<file path="src/rtl/conv_tile_scheduler_pkg.sv">
// Shared types and helpers for the convolution tile scheduler.
package conv_sched_pkg;

  typedef enum logic [2:0] {
    IDLE,
    CLEAR,
    READ,
    DRAIN,
    DONE
  } sched_state_e;

  localparam int unsigned DEF_COLS  = 256;
  localparam int unsigned DEF_ROWS  = 32;
  localparam int unsigned PAD_W     = DEF_COLS + 2;
  localparam int unsigned MAX_TILES = 64;

  // Callers size-cast the result down to their own tile count.
  function automatic logic [MAX_TILES-1:0] onehot(input int unsigned idx);
    return MAX_TILES'(1) << idx;
  endfunction

endpackage

</file>
<file path="src/rtl/conv_tile_scheduler_if.sv">
// Frame control and tile strobe bundle between the scheduler and its surroundings.
interface conv_tile_scheduler_if #(
  parameter int unsigned NUM_TILES = 8
);
  localparam int unsigned TW = (NUM_TILES > 1) ? $clog2(NUM_TILES) : 1;

  logic                 start;
  logic                 abort;
  logic                 stall;
  logic                 mem_clr;
  logic [NUM_TILES-1:0] tile_rd;
  logic [NUM_TILES-1:0] tile_wr;
  logic [TW-1:0]        cur_tile;
  logic                 busy;
  logic                 done;

  modport master (
    output start, abort, stall,
    input  mem_clr, tile_rd, tile_wr, cur_tile, busy, done
  );

  modport slave (
    input  start, abort, stall,
    output mem_clr, tile_rd, tile_wr, cur_tile, busy, done
  );
endinterface

</file>
<file path="src/rtl/conv_tile_scheduler_delay_line.sv">
// Valid+payload shift register tracking reads through the filter pipeline.
module sched_delay_line #(
  parameter int unsigned DEPTH = 3,
  parameter int unsigned WIDTH = 3
) (
  input  logic             clk,
  input  logic             rst,
  input  logic             flush,
  input  logic             in_valid,
  input  logic [WIDTH-1:0] in_data,
  output logic             out_valid,
  output logic [WIDTH-1:0] out_data,
  output logic             pending
);

  logic [DEPTH-1:0] valid_q;
  logic [WIDTH-1:0] data_q [DEPTH];

  always_ff @(posedge clk or posedge rst) begin
    if (rst) begin
      valid_q <= '0;
      for (int unsigned i = 0; i < DEPTH; i++) data_q[i] <= '0;
    end else begin
      valid_q[0] <= flush ? 1'b0 : in_valid;
      data_q[0]  <= in_data;
      for (int unsigned i = 1; i < DEPTH; i++) begin
        valid_q[i] <= flush ? 1'b0 : valid_q[i-1];
        data_q[i]  <= data_q[i-1];
      end
    end
  end

  assign out_valid = valid_q[DEPTH-1];
  assign out_data  = data_q[DEPTH-1];

  // Entries still upstream of the output stage; the output stage itself is being written now.
  always_comb begin
    pending = 1'b0;
    for (int unsigned i = 0; i + 1 < DEPTH; i++) pending = pending | valid_q[i];
  end

endmodule

</file>
<file path="src/rtl/conv_tile_scheduler.sv">
// Frame sequencer: clears tiles, streams window reads tile by tile, returns filter writes.
module conv_tile_scheduler
  import conv_sched_pkg::*;
#(
  parameter int unsigned NUM_TILES = 8,
  parameter int unsigned COLS      = DEF_COLS,
  parameter int unsigned ROWS      = DEF_ROWS,
  parameter int unsigned PIPE_LAT  = 3
) (
  input logic                   clk,
  input logic                   rst,
  conv_tile_scheduler_if.slave  bus
);

  localparam int unsigned TW = (NUM_TILES > 1) ? $clog2(NUM_TILES) : 1;
  localparam int unsigned CW = (COLS > 1) ? $clog2(COLS) : 1;
  localparam int unsigned RW = (ROWS > 1) ? $clog2(ROWS) : 1;

  localparam logic [CW-1:0] COL_LAST  = CW'(COLS - 1);
  localparam logic [RW-1:0] ROW_LAST  = RW'(ROWS - 1);
  localparam logic [TW-1:0] TILE_LAST = TW'(NUM_TILES - 1);

  sched_state_e  state, state_nxt;
  logic [CW-1:0] col;
  logic [RW-1:0] row;
  logic [TW-1:0] tile;
  logic          rd_issue, last_win;
  logic          wr_valid, dly_pending;
  logic [TW-1:0] wr_tile;

  assign rd_issue = (state == READ) && !bus.stall && !bus.abort;
  assign last_win = (col == COL_LAST) && (row == ROW_LAST) && (tile == TILE_LAST);

  always_ff @(posedge clk or posedge rst) begin
    if (rst) state <= IDLE;
    else     state <= state_nxt;
  end

  always_comb begin
    state_nxt = state;
    if (bus.abort) begin
      state_nxt = IDLE;
    end else begin
      unique case (state)
        IDLE:  if (bus.start) state_nxt = CLEAR;
        CLEAR: state_nxt = READ;
        READ:  if (rd_issue && last_win) state_nxt = DRAIN;
        DRAIN: if (!dly_pending) state_nxt = DONE;
        DONE:  state_nxt = IDLE;
        default: state_nxt = IDLE;
      endcase
    end
  end

  // Tile index is held on the final window so cur_tile stays on the last tile while draining.
  always_ff @(posedge clk or posedge rst) begin
    if (rst) begin
      col  <= '0;
      row  <= '0;
      tile <= '0;
    end else if (bus.abort || state == CLEAR) begin
      col  <= '0;
      row  <= '0;
      tile <= '0;
    end else if (rd_issue) begin
      if (col == COL_LAST) begin
        col <= '0;
        if (row == ROW_LAST) begin
          row <= '0;
          if (tile != TILE_LAST) tile <= tile + 1'b1;
        end else begin
          row <= row + 1'b1;
        end
      end else begin
        col <= col + 1'b1;
      end
    end
  end

  sched_delay_line #(
    .DEPTH(PIPE_LAT),
    .WIDTH(TW)
  ) u_delay_line (
    .clk      (clk),
    .rst      (rst),
    .flush    (bus.abort),
    .in_valid (rd_issue),
    .in_data  (tile),
    .out_valid(wr_valid),
    .out_data (wr_tile),
    .pending  (dly_pending)
  );

  always_comb begin
    bus.mem_clr  = (state == CLEAR);
    bus.busy     = (state != IDLE);
    bus.done     = (state == DONE) && !bus.abort;
    bus.cur_tile = (state == READ || state == DRAIN) ? tile : '0;
    bus.tile_rd  = rd_issue ? NUM_TILES'(onehot(32'(tile))) : '0;
    bus.tile_wr  = wr_valid ? NUM_TILES'(onehot(32'(wr_tile))) : '0;
  end

endmodule

</file>
<file path="src/flat_wrapper.sv">
// flat-port wrapper written by rule: the top's interface ports become plain ports
module conv_tile_scheduler_flat import conv_sched_pkg::*;
#(
  parameter int unsigned NUM_TILES = 8,
  parameter int unsigned COLS      = DEF_COLS,
  parameter int unsigned ROWS      = DEF_ROWS,
  parameter int unsigned PIPE_LAT  = 3
)
  (clk, rst, bus_start, bus_abort, bus_stall, bus_mem_clr, bus_tile_rd, bus_tile_wr, bus_cur_tile, bus_busy, bus_done);
  conv_tile_scheduler_if #(.NUM_TILES(NUM_TILES)) bus_i ();
  input logic clk;
  input logic rst;
  input wire logic [$bits(bus_i.start)-1:0] bus_start;
  input wire logic [$bits(bus_i.abort)-1:0] bus_abort;
  input wire logic [$bits(bus_i.stall)-1:0] bus_stall;
  output wire logic [$bits(bus_i.mem_clr)-1:0] bus_mem_clr;
  output wire logic [$bits(bus_i.tile_rd)-1:0] bus_tile_rd;
  output wire logic [$bits(bus_i.tile_wr)-1:0] bus_tile_wr;
  output wire logic [$bits(bus_i.cur_tile)-1:0] bus_cur_tile;
  output wire logic [$bits(bus_i.busy)-1:0] bus_busy;
  output wire logic [$bits(bus_i.done)-1:0] bus_done;
  assign bus_i.start = bus_start;
  assign bus_i.abort = bus_abort;
  assign bus_i.stall = bus_stall;
  assign bus_mem_clr = bus_i.mem_clr;
  assign bus_tile_rd = bus_i.tile_rd;
  assign bus_tile_wr = bus_i.tile_wr;
  assign bus_cur_tile = bus_i.cur_tile;
  assign bus_busy = bus_i.busy;
  assign bus_done = bus_i.done;
  conv_tile_scheduler #(.NUM_TILES(NUM_TILES), .COLS(COLS), .ROWS(ROWS), .PIPE_LAT(PIPE_LAT)) u_core (.clk(clk), .rst(rst), .bus(bus_i));
endmodule
</file>
<file path="config.mk">
export PLATFORM = sky130hd
export DESIGN_NAME = conv_tile_scheduler_flat
export DESIGN_NICKNAME = d
export VERILOG_FILES = /design/src/rtl/conv_tile_scheduler_pkg.sv /design/src/rtl/conv_tile_scheduler_if.sv /design/src/rtl/conv_tile_scheduler_delay_line.sv /design/src/rtl/conv_tile_scheduler.sv /design/src/flat_wrapper.sv
export SDC_FILE = /design/constraint.sdc
export NUM_CORES = 1
export LEC_CHECK = 0
export ABC_CLOCK_PERIOD_IN_PS = 2900
export BUFFER_PORTS_ARGS = -buffer_cell sky130_fd_sc_hd__buf_4
export CORE_MARGIN = 2
export CORE_UTILIZATION = 55
export CTS_BUF_LIST = sky130_fd_sc_hd__clkbuf_4 sky130_fd_sc_hd__clkbuf_8 sky130_fd_sc_hd__clkbuf_16
export DETAILED_ROUTE_END_ITERATION = 6
export PLACE_DENSITY = 0.87
export SETUP_SLACK_MARGIN = 0.1
export SYNTH_ARGS = -nofsm -noshare
export SYNTH_HDL_FRONTEND = slang
export SYNTH_HIERARCHICAL = 1
export SYNTH_SLANG_ARGS = --single-unit
</file>
<file path="constraint.sdc">
create_clock -name clk -period 2.9 [get_ports clk]
set_input_delay 0.29 -clock clk [delete_from_list [all_inputs] [get_ports clk]]
set_output_delay 0.29 -clock clk [all_outputs]
set_load 0.05 [all_outputs]
</file>
==> out/qor.yml <==
period_needed_ns: 2.47
grt-busiest-layer: "met2"
area_growth_pct: 17.8
worstPathArrival_ns: 2.18
ys_types: 41
drt-total-wl_um: 3330
grtUsageMet1_pct: 26.4
rows: 19
dp_hpwl_um: 2410
vias: 1332
yosysWarnings: 6
end_kind: "output pin"
setup_violations: 0
nFillCells: 217
min_from: "bus_abort"
die_h_um: 58.4
final_max_slew_viol_count: 0
p_total_uw: 874
yosys.area.top_type: "dfrtp_1"
drive_above_1_share_pct: 19.8
overflow: 0
grt_pass1_vias: 1283
io_pins: 27
fin_worst_skew_ns: 0.00927
fin_crit_sh_pct: 85.1
crit_buf_inv: 2
htreeDepth: 2
status: "completed"
die_x_um: 58.4
gp_congestion: 0.793
grtUsageMet3_pct: 6.15
die-area_mm2: 0.00341
layout_commonest_cell: "dfrtp_1"
grt_max_degree: 20
antenna_left: 0
postSynthCellCount: 163
n_antenna_cell: 0
crit_type: "reg2out"
dp.cells: 214
dp_slack_ns: 0.823
synth.avg_cell_area_um2: 9.98
vias_per_cell: 5.97
synth.area.top_cells: "dfrtp_1, ha_1, and3_1, a21oi_1, nor2_1"
wl_per_cell_um: 14.9
crit_path_max_incr_delay_ns: 0.50
synth_top_area_share_pct: 47.7
synth_nets: 177
core_area_mm2: 0.00278
drc: 0
layoutNonFillerInstCount: 223
hold_slack_ns: 0.210
clk_latency_ns: 0.33
start_util_pct: 58.5
pwr_density_cell_mw_per_mm2: 456
fin_util_pct: 68.9
grt_pass1_wl_um: 5710
place_area_mm2: 0.00182
clockBufferDepth: 2
critPathLaunchType: "flip-flop"
multiInputGateArea_um2: 783
ir_drop_v: 0.000413
fin_ws_ns: 0.432
maxCapViolCount: 0
hold_path_class: "in2reg"
ys_seq_area_share_pct: 47.7
rsz0062_at_grt: "false"
numCtsBuffers: 5
synth_seq_cells: 31
worstPathMaxFanout: 9
dr.pass1.iters: 4
cp_slowest_cell: "nor4b_4"
final_cell_mix: "dfrtp_1, buf_4, nor2_1"
nNetsFinal: 205
cts-root-buf: "clkbuf_4"
leakage_nw: 0.941
crit_chain: "nor4b_4 > nand2_1 > inv_1 > and3_1 > buf_4"
cts_tree: "built"
fin_area_mm2: 0.00192
clk_pin_slew_ns: 0.10
slew-limit-headroom_pct: 50.2
syn_area_mm2: 0.00163
seqCellArea_um2: 776
crit_family: "simple AND/OR/NAND/NOR gates"
cts.sink_count: 31
worst_pin_slew_ns: 0.746
finalHoldViolCount: 0
tns_ns: 0
grtUsageMet2_pct: 38.5
fmaxAchievable_mhz: 405
worstPathRequired_ns: 2.61
cp-startpoint: "u_core/state[2]"
antenna_found_initial: 0
grt_use_total_pct: 22.2
timing.rr.start: "u_core/state[2]"
drtIter0Drc: 54
port_buffers: 26
==> cells by family after synthesis <==
| logic type | share of synthesized area, % |
|---|---|
| adder cells (fa/ha/maj) | 6.92 |
| AO/OA/AOI/OAI | 10.7 |
| AND/OR/NAND/NOR | 29.5 |
| buffers and inverters | 4.15 |
| XOR/XNOR | 1.08 |
| flip-flops | 47.7 |
==> area by class of cell <==
class | count | area share, %
Tap cell | 31 | 2.02
Clock inverter | 2 | 1.83
Clock buffer | 6 | 2.68
Sequential cell | 31 | 40.5
Multi-Input combinational cell | 119 | 40.9
Inverter | 7 | 1.37
Timing Repair Buffer | 27 | 10.7
==> Yosys cell counts <==
| master | instances |
|---|---|
| or4b_1 | 1 |
| or4_1 | 1 |
| nor4_1 | 2 |
| clkbuf_1 | 2 |
| or4b_4 | 1 |
| o21ai_0 | 8 |
| dfrtp_1 | 31 |
| o31ai_1 | 1 |
| nand4b_1 | 1 |
| a211oi_1 | 1 |
| buf_4 | 3 |
| nor2b_1 | 5 |
| nand2_1 | 10 |
| or2_2 | 1 |
| or3_1 | 6 |
| ha_1 | 9 |
| a22o_1 | 1 |
| a2111oi_0 | 2 |
| nand3_1 | 4 |
| nor4b_4 | 1 |
| a21oi_1 | 12 |
| nand4_2 | 1 |
| o211ai_1 | 1 |
| buf_6 | 1 |
| nand3b_1 | 2 |
| o2111ai_1 | 1 |
| or2_1 | 1 |
| nor3_1 | 3 |
| and4_1 | 2 |
| and3_1 | 10 |
| and2_1 | 3 |
| nor2_1 | 13 |
| a31oi_1 | 1 |
| xor2_1 | 1 |
| nor3b_1 | 2 |
| nor4b_1 | 1 |
| xnor2_1 | 1 |
| o211a_1 | 1 |
| nand2b_1 | 5 |
| nand4_1 | 3 |
| inv_1 | 7 |
==> metal layers <==
metal | share of wire (%) | wire length (um) | up-vias
met1 | 41 | 1380 | 644
met5 | 0 | 0 | -
li1 | - | - | 639
met4 | 1.9 | 64 | 0
met2 | 52 | 1720 | 40
met3 | 4.9 | 164 | 9
==> timing repair <==
action,in CTS,in global routing
setup buffers,0,0
hold endpoints to repair,12,0
gates resized for setup,0,0
hold buffers,1,0
==> path summary, 6_finish.rpt <==
path                                                   end  slack (ns)  cells past startpoint
setup / recovery                            bus_tile_rd[0]        0.43                      5
hold / removal              u_core/u_delay_line/valid_q[0]        0.21                      2
setup reg to reg                             u_core/row[2]        0.76                      4
hold reg to reg            u_core/u_delay_line/out_data[1]        0.36                      0
max in group asynchronous                    u_core/col[4]        1.77                      3
min in group asynchronous    u_core/u_delay_line/data_q[8]        0.51                      3
==> state kept, by name, summed over array words and instances (netlist names) <==
register / cells
u_core/tile: 3
u_core/u_delay_line/data_q: 6
u_core/u_delay_line/valid_q: 3
u_core/col: 8
u_core/row: 5
u_core/u_delay_line/out_data: 3
u_core/state: 3
==> power breakdown <==
group	total, mW	switching [mW]	internal [mW]
clock network	0.351	0.147	0.204
registers	0.445	0.00899	0.436
logic	0.0780	0.0535	0.0245
total	0.874	0.210	0.664
No activity file was read; power rests on OpenSTA's default activity.
